--- src/rtl/gp_line_sequencer_pkg.sv ---
// gp_line_sequencer_pkg: command opcodes, FSM encodings and field helpers for the line sequencer.
package gp_line_sequencer_pkg;

  localparam logic [7:0] GP_OP_NOP  = 8'h00;
  localparam logic [7:0] GP_OP_LINE = 8'h01;
  localparam logic [7:0] GP_OP_END  = 8'hFF;

  localparam logic [3:0] S_IDLE  = 4'd0;
  localparam logic [3:0] S_HDR   = 4'd1;
  localparam logic [3:0] S_P0    = 4'd2;
  localparam logic [3:0] S_P1    = 4'd3;
  localparam logic [3:0] S_WAIT  = 4'd4;
  localparam logic [3:0] S_LDCOL = 4'd5;
  localparam logic [3:0] S_LDP0  = 4'd6;
  localparam logic [3:0] S_LDP1  = 4'd7;
  localparam logic [3:0] S_TRIG  = 4'd8;

  typedef struct packed {
    logic [9:0] x;
    logic [9:0] y;
  } point_t;

  function automatic point_t pt_of(input logic [19:0] b);
    return '{x: b[19:10], y: b[9:0]};
  endfunction

  function automatic logic is_known_op(input logic [7:0] op);
    return (op == GP_OP_NOP) || (op == GP_OP_LINE) || (op == GP_OP_END);
  endfunction

endpackage

--- src/rtl/gp_line_sequencer.sv ---
// gp_line_sequencer: pulls command words from the FIFO and drives the line engine's
// colour/point/trigger load sequence, pacing lines on LE_ready.
module gp_line_sequencer
  import gp_line_sequencer_pkg::*;
#(
  parameter int GUARD_CYCLES = 2,
  parameter int CNT_W        = 16
) (
  input  logic             clk,
  input  logic             rst,
  input  logic             start,
  input  logic [31:0]      cmd_data,
  input  logic             cmd_valid,
  output logic             cmd_ready,
  input  logic             LE_ready,
  output logic [31:0]      LE_color,
  output logic [19:0]      LE_point,
  output logic             LE_color_valid,
  output logic             LE_point0_valid,
  output logic             LE_point1_valid,
  output logic             LE_trigger,
  output logic             busy,
  output logic             done,
  output logic             err,
  output logic [CNT_W-1:0] line_count
);

  localparam int GW = $clog2(GUARD_CYCLES + 2);

  logic [3:0]    state, state_n;
  logic [GW-1:0] guard;
  logic [23:0]   rgb;
  point_t        pt0, pt1;
  logic [7:0]    op;
  logic          accept, hdr_acc, line_hdr, end_hdr, bad_hdr;

  assign op        = cmd_data[31:24];
  assign cmd_ready = (state == S_HDR) || (state == S_P0) || (state == S_P1);
  assign accept    = cmd_valid && cmd_ready;
  assign hdr_acc   = accept && (state == S_HDR);
  assign line_hdr  = hdr_acc && (op == GP_OP_LINE);
  assign end_hdr   = hdr_acc && (op == GP_OP_END);
  assign bad_hdr   = hdr_acc && !is_known_op(op);
  assign busy      = state != S_IDLE;

  always_comb begin
    state_n = state;
    case (state)
      S_IDLE:  state_n = start ? S_HDR : S_IDLE;
      S_HDR:   state_n = line_hdr ? S_P0 : end_hdr ? S_IDLE : S_HDR;
      S_P0:    state_n = accept ? S_P1 : S_P0;
      S_P1:    state_n = accept ? S_WAIT : S_P1;
      S_WAIT:  state_n = (guard == '0 && LE_ready) ? S_LDCOL : S_WAIT;
      S_LDCOL: state_n = S_LDP0;
      S_LDP0:  state_n = S_LDP1;
      S_LDP1:  state_n = S_TRIG;
      S_TRIG:  state_n = S_HDR;
      default: state_n = S_IDLE;
    endcase
  end

  // Pulses are registered from the next state so each one is a clean flop output.
  always_ff @(posedge clk or posedge rst) begin
    if (rst) begin
      state           <= S_IDLE;
      guard           <= '0;
      rgb             <= '0;
      pt0             <= '0;
      pt1             <= '0;
      LE_color        <= '0;
      LE_point        <= '0;
      LE_color_valid  <= 1'b0;
      LE_point0_valid <= 1'b0;
      LE_point1_valid <= 1'b0;
      LE_trigger      <= 1'b0;
      done            <= 1'b0;
      err             <= 1'b0;
      line_count      <= '0;
    end else begin
      state           <= state_n;
      guard           <= (state == S_TRIG) ? GW'(GUARD_CYCLES) : (guard != '0) ? guard - GW'(1) : guard;
      LE_color_valid  <= state_n == S_LDCOL;
      LE_point0_valid <= state_n == S_LDP0;
      LE_point1_valid <= state_n == S_LDP1;
      LE_trigger      <= state_n == S_TRIG;
      done            <= end_hdr;
      if (line_hdr) rgb <= cmd_data[23:0];
      if (accept && state == S_P0) pt0 <= pt_of(cmd_data[19:0]);
      if (accept && state == S_P1) pt1 <= pt_of(cmd_data[19:0]);
      if (state_n == S_LDCOL) LE_color <= {8'h00, rgb};
      if (state_n == S_LDP0) LE_point <= pt0;
      else if (state_n == S_LDP1) LE_point <= pt1;
      if (state == S_IDLE && start) begin
        err        <= 1'b0;
        line_count <= '0;
      end else begin
        if (bad_hdr) err <= 1'b1;
        if (state == S_TRIG) line_count <= line_count + CNT_W'(1);
      end
    end
  end

endmodule
--- config.mk ---
export PLATFORM = sky130hd
export DESIGN_NAME = gp_line_sequencer
export DESIGN_NICKNAME = d
export VERILOG_FILES = /design/src/rtl/gp_line_sequencer_pkg.sv /design/src/rtl/gp_line_sequencer.sv
export SDC_FILE = /design/constraint.sdc
export NUM_CORES = 1
export LEC_CHECK = 0
export CORE_UTILIZATION = 40
export DETAILED_ROUTE_END_ITERATION = 10
export SLEW_MARGIN = 20
export SYNTH_ARGS = -nofsm -noshare
export SYNTH_HDL_FRONTEND = slang
export SYNTH_SLANG_ARGS = --single-unit
--- constraint.sdc ---
create_clock -name clk -period 4.7 [get_ports clk]
set_input_delay 0.705 -clock clk [delete_from_list [all_inputs] [get_ports clk]]
set_output_delay 0.705 -clock clk [all_outputs]
set_load 0.01 [all_outputs]
======== After elaboration in Yosys (flattened, before gate mapping) ========
Index checks and enable logic that the tools add are counted.
cells by class
  add/subtract/negate cells ............... 2
  muxes and demuxes ....................... 15
  equal/unequal tests ..................... 14
  reduce and logical (&&, ||, !) cells .... 23
operator list
  operator                                           count
  two-way mux 20 bit                                 2
  one-hot mux 4 bit (9 select lines)                 1
  two-way mux 16 bit                                 2
  == test 4 x 3 -> 1 bit (second input constant)     7
  adder 16 x 1 -> 16 bit (second input constant)     1
  nonzero test 2 bit                                 5
  logical AND 1 bit                                  9
  == test 4 x 2 -> 1 bit (second input constant)     2
  == test 4 bit (second input constant)              2
  == test 8 x 1 -> 1 bit (second input constant)     1
  == test 8 bit (second input constant)              1
  logical NOT 8 bit                                  1
  two-way mux 1 bit                                  6
  two-way mux 2 bit                                  3
  == test 4 x 1 -> 1 bit (second input constant)     1
  logical NOT 4 bit                                  1
  logical OR 1 bit                                   4
  nonzero test 4 bit                                 1
  two-way mux 3 bit                                  1
  logical NOT 2 bit                                  1
  subtractor 2 x 1 -> 2 bit (second input constant)  1
  logical NOT 1 bit                                  1
storage, ports and cells
  register bits ........................... 136
  output and inout port bits .............. 76
  input bits .............................. 37

======== Depth between registers and ports, before layout ========
  depth in word-level cells ............... 12
  mapped depth ............................ 7

======== Worst setup path after synthesis ========
No wires, ideal clock.
  path type ............................... in2reg
  from .................................... input port cmd_data[28]
  to ...................................... register rgb[10]
  data required time ...................... 4575 ps
  library setup time ...................... 125 ps
  data arrival time ....................... 2361 ps
  setup slack ............................. 2214 ps
  cell stages on the path ................. 4
  cell sequence ........................... or4_1 nor4_4 buf_2 mux2_2
on the way
  longest elaborated chain between the ends .. 2
RTL lines
  item                    line                     source
  start: declaration      gp_line_sequencer.sv:12  input logic [31:0] cmd_data,
  == test 8 x 1 -> 1 bit  gp_line_sequencer.sv:41  assign line_hdr = hdr_acc && (op == GP_OP_LINE);
  logical AND 1 bit       gp_line_sequencer.sv:41
  end signal: assignment  gp_line_sequencer.sv:87  if (line_hdr) rgb <= cmd_data[23:0];
  end: declaration        gp_line_sequencer.sv:32  logic [23:0] rgb;
Every way passes these cells.
A chain may end at the register's enable or synchronous reset.

======== Worst setup path after layout ========
  from .................................... register state[0]
  to ...................................... output port cmd_ready
on the way
  longest elaborated chain between the ends .. 3
RTL lines
  item                                                                     line                     source
  start: declaration                                                       gp_line_sequencer.sv:30  logic [3:0] state, state_n;
  start signal: assignment                                                 gp_line_sequencer.sv:80  state <= state_n;
  == test 4 x 1 -> 1 bit / == test 4 x 2 -> 1 bit (equally long branches)  gp_line_sequencer.sv:38  assign cmd_ready = (state == S_HDR) || (state == S_P0) || (state == S_P1);
  logical OR 1 bit                                                         gp_line_sequencer.sv:38
  logical OR 1 bit *                                                       gp_line_sequencer.sv:38
  end: declaration                                                         gp_line_sequencer.sv:14  output logic cmd_ready,
Every way passes the cells marked *; elsewhere a longest branch is shown, timed or not.

==> results_tabular.tex <==
\begin{tabular}{lr}
\hline
Metric & Value \\
\hline
\multicolumn{2}{l}{\textbf{Global route}} \\
Total grt overflow & 0 \\
Overall track demand over capacity in global routing & 0.191 \\
Vias in the first global route & 4152 \\
Antenna violations before repair & 0 \\
Pin count of the biggest net entering global routing & 66 \\
First-pass GRT wire length & 21.6 mm \\
\multicolumn{2}{l}{\textbf{CTS}} \\
Max Root-Sink Buffers & 2 \\
Clock Sink Count & 136 \\
Insertion delay to the later sink of the worst-skew pair & 0.41 ns \\
Setup Fix Bufs, Post-CTS & 0 \\
Clock Tree Root & sky130\_fd\_sc\_hd\_\_clkbuf\_16 \\
Clock-pin transition on the worst setup and hold timing paths & 0.05 ns \\
Quantity of gates resized following cts & 0 \\
CTS tree & built \\
Post-cts hold buffer count & 0 \\
Number of buffers inserted during clock tree synthesis & 17 \\
Clock H-tree levels & 4 \\
\multicolumn{2}{l}{\textbf{Logic synthesis}} \\
Portion of netlist area occupied by mux cells & 0.170 \\
Avg Cell Area, Syn & 12.4 µm² \\
Combined area of all synthesized cells & 5820 µm² \\
Number of distinct standard cells referenced by the synthesized netlist & 45 \\
Area fraction in compound gates after synthesis & 0.102 \\
Post-synthesis share of cell area spent on full adders, half adders and majority gates & 0.00430 \\
Portion of the post-synthesis area used by sequential elements & 0.584 \\
Post-synthesis simple-gate area fraction & 0.0887 \\
FFs w/ async S/R, synth & 1.00 \\
Dominant combinational cell family by area after synthesis & multiplexers \\
Yosys reg bits & 136 \\
Number of synthesized flops with an enable pin & 0 \\
Xor and xnor fraction of the mapped netlist area & 0.0120 \\
Dominant register cell in the synthesized netlist & sky130\_fd\_sc\_hd\_\_dfrtp\_1 \\
Number of warnings printed during yosys synthesis & 0 \\
Cell count after synthesis & 470 \\
\multicolumn{2}{l}{\textbf{Setup path}} \\
Cell with the biggest individual delay on the critical path & sky130\_fd\_sc\_hd\_\_dfrtp\_1 \\
Sequence of cells on the critical path & buf\_4 -> nor2\_1 -> nor3\_1 -> clkdlybuf4s50\_1 \\
CP max FO & 20 \\
Critical Path AT & 2.53 ns \\
CP peak stage delay & 0.79 ns \\
Kind of critical path & reg -> out \\
Sort of element at the start of the critical path & flip-flop \\
WP data required & 3.99 ns \\
Crit path capture type & output port \\
\multicolumn{2}{l}{\textbf{Placement}} \\
Detailed Place HPWL & 8.61 mm \\
Final RePlAce weighted congestion & 0.772 \\
Number of buffers added on ports & 104 \\
Worst setup slack after placement & 1.69 ns \\
\multicolumn{2}{l}{\textbf{Power and ir drop}} \\
Internal power & 2.81 mW \\
Maximum ir drop on the vdd rail & 283 µV \\
Switching part of the total power & 0.315 \\
Share of total power in sequential cells & 0.410 \\
NetSw & 1.29 mW \\
Leak pwr & 3.29 nW \\
Combinational Power Share & 0.298 \\
Share of power burned in the clock network & 0.292 \\
Pwr per Cell Area & 543 nW/µm² \\
\multicolumn{2}{l}{\textbf{Floorplanning}} \\
Width of the die & 123 µm \\
Starting density of the core & 0.415 \\
Number of placement rows & 43 \\
Die area & 15000 µm² \\
Number of top-level pins & 113 \\
Placeable core area & 14000 µm² \\
Height of the die & 123 µm \\
\multicolumn{2}{l}{\textbf{STA}} \\
Worst Skew & 0.00758 ns \\
Total Neg Setup Slack & 0 ns \\
Remaining max-slew budget at the tightest pin & 0.478 \\
Share of the clock period used by the worst path & 0.689 \\
Slew Limit Fails & 0 \\
RSZ-0062 raised after global routing & no \\
Peak Freq & 309 MHz \\
Setup-violating endpoint count in the final report & 0 \\
Hold Violations, Final & 0 \\
Minimum clock period & 3.24 ns \\
Worst Slack Setup Final & 1.46 ns \\
Measured slew at the worst slew-check pin & 0.781 ns \\
\multicolumn{2}{l}{\textbf{Routing}} \\
DRC marker count from the first detailed-route iteration & 258 \\
DRC viols & 0 \\
Remaining number of nets flagged by the antenna check after routing & 0 \\
Vias per cell & 5.44 \\
Routed vias & 4154 \\
Average wire per cell in the routed design & 17.7 µm \\
Router iterations before antenna repair & 4 \\
Final wirelength & 13.5 mm \\
\multicolumn{2}{l}{\textbf{Layout}} \\
Final core area utilization & 0.538 \\
Final net count & 612 \\
Area growth from synthesis to layout & 29.7\% \\
Most common cell after layout, fill and taps aside & sky130\_fd\_sc\_hd\_\_dfrtp\_1 \\
Leading cell types in the layout, fill and taps excluded & sky130\_fd\_sc\_hd\_\_dfrtp\_1, sky130\_fd\_sc\_hd\_\_clkdlybuf4s50\_1, sky130\_fd\_sc\_hd\_\_mux2\_2 \\
Fillers & 1221 \\
Share of layout cells above drive strength 1 & 0.223 \\
Number of antenna diodes & 0 \\
\multicolumn{2}{l}{\textbf{Hold path}} \\
Min-Delay Path Class & reg -> reg \\
\multicolumn{2}{l}{\textbf{Job}} \\
Max-capacitance violation count & 0 \\
\multicolumn{2}{l}{\textbf{Run status}} \\
Run status & finished, final reports clean \\
\hline
\end{tabular}
## cells by family (layout without fill, tap and decap cells)
kind of cell | after synthesis | in the layout
XOR/XNOR | 8 | 8
AND/OR/NAND/NOR | 101 | 101
buffers and inverters | 48 | 154
flip-flops | 136 | 136
adder cells (fa/ha/maj) | 2 | 2
AO/OA/AOI/OAI | 86 | 86
multiplexers | 88 | 88
other | 1 | 8
## final cells by class
type	count	area [µm²]	share of cell area
sequential	136	3400	0.450
multi-input combinational	293	2230	0.295
timing repair buffer	114	1120	0.148
clock buffer	26	519	0.0687
tap	180	225	0.0298
inverter	11	46.3	0.00613
clock inverter	3	15.0	0.00199
## sequential cells by signal, summed over array words and instances (netlist names), 2 cells and up
signal and cells:
state 4, LE_point 20, guard 2, line_count 16
pt0 20, LE_color 24, rgb 24, pt1 20
## critical path: cells and delay by family (launching register included)
kind | cells | cell delay [ns]
buffers and inverters | 2 | 0.94
DFF | 1 | 0.79
and+or+nand+nor | 2 | 0.40
## final timing paths
| kind | from | endpoint | slack (ns) | cells past startpoint |
|---|---|---|---|---|
| min in group asynchronous | rst | rgb[21]$_DFFE_PP0P_ | 0.77 | 2 |
| max in group asynchronous | rst | pt1[16]$_DFFE_PP0P_ | 3.02 | 3 |
| setup / recovery | state[0]$_DFF_PP0_ | cmd_ready | 1.46 | 4 |
| hold / removal | rgb[0]$_DFFE_PP0P_ | rgb[0]$_DFFE_PP0P_ | 0.49 | 1 |
| setup reg to reg | state[0]$_DFF_PP0_ | pt0[18]$_DFFE_PP0P_ | 1.99 | 5 |
| hold reg to reg | rgb[0]$_DFFE_PP0P_ | rgb[0]$_DFFE_PP0P_ | 0.49 | 1 |
## power by group through the flow
stage | Sequential [mW] | Combinational [mW] | Clock, mW
after CTS | 1.68 | 1.24 | 1.22
after global routing | 1.72 | 1.35 | 1.27
after floorplan | 1.65 | 0.806 | 0
after global placement | 1.68 | 1.20 | 0
final | 1.68 | 1.22 | 1.20
after detailed placement | 1.70 | 1.23 | 0
## cells in the mapped netlist (2+ instances only)
cell / n / area share
sky130_fd_sc_hd__dfrtp_1: 136 / 0.58
sky130_fd_sc_hd__nor3b_1: 2 / 0.0026
sky130_fd_sc_hd__a31oi_1: 2 / 0.0021
sky130_fd_sc_hd__o32ai_1: 2 / 0.0030
sky130_fd_sc_hd__buf_2: 2 / 0.0017
sky130_fd_sc_hd__nand4_1: 7 / 0.0075
sky130_fd_sc_hd__ha_1: 2 / 0.0043
sky130_fd_sc_hd__nor3_1: 9 / 0.0077
sky130_fd_sc_hd__o21ai_0: 9 / 0.0077
sky130_fd_sc_hd__inv_1: 10 / 0.0064
sky130_fd_sc_hd__a21oi_1: 27 / 0.023
sky130_fd_sc_hd__or4_1: 3 / 0.0039
sky130_fd_sc_hd__nor4_1: 2 / 0.0021
sky130_fd_sc_hd__o31ai_1: 3 / 0.0039
sky130_fd_sc_hd__o22ai_1: 4 / 0.0043
sky130_fd_sc_hd__o221ai_1: 32 / 0.048
sky130_fd_sc_hd__xor2_1: 3 / 0.0045
sky130_fd_sc_hd__or3_1: 7 / 0.0075
sky130_fd_sc_hd__mux2_2: 87 / 0.17
sky130_fd_sc_hd__nand2_1: 15 / 0.0097
sky130_fd_sc_hd__buf_1: 3 / 0.0019
sky130_fd_sc_hd__nor2b_1: 2 / 0.0021
sky130_fd_sc_hd__clkbuf_1: 22 / 0.014
sky130_fd_sc_hd__buf_4: 8 / 0.010
sky130_fd_sc_hd__o211ai_1: 4 / 0.0052
sky130_fd_sc_hd__nand3_1: 7 / 0.0060
sky130_fd_sc_hd__nor2_1: 38 / 0.024
sky130_fd_sc_hd__xnor2_1: 5 / 0.0075
## routing by layer
layer | track usage | share of wire | wire length (µm) | vias to the layer above
met2 | 0.304 | 0.48 | 6510 | 123
li1 | - | - | - | 1909
met3 | 0.0479 | 0.053 | 708 | 15
met5 | 0 | 0 | 0 | -
met1 | 0.246 | 0.45 | 6080 | 2107
met4 | 0.0808 | 0.014 | 186 | 0
## stage by stage
step	hold WS [ns]	area (µm²)	power, mW	cells
after floorplan	0.454	5850	2.46	477
after global placement	0.466	7020	2.88	734
after detailed placement	0.477	7020	2.94	734
after CTS	0.488	7550	4.15	763
after global routing	0.510	7550	4.35	763
final	0.493	7550	4.11	763
Note: power is estimated with default switching activity, not from simulation.
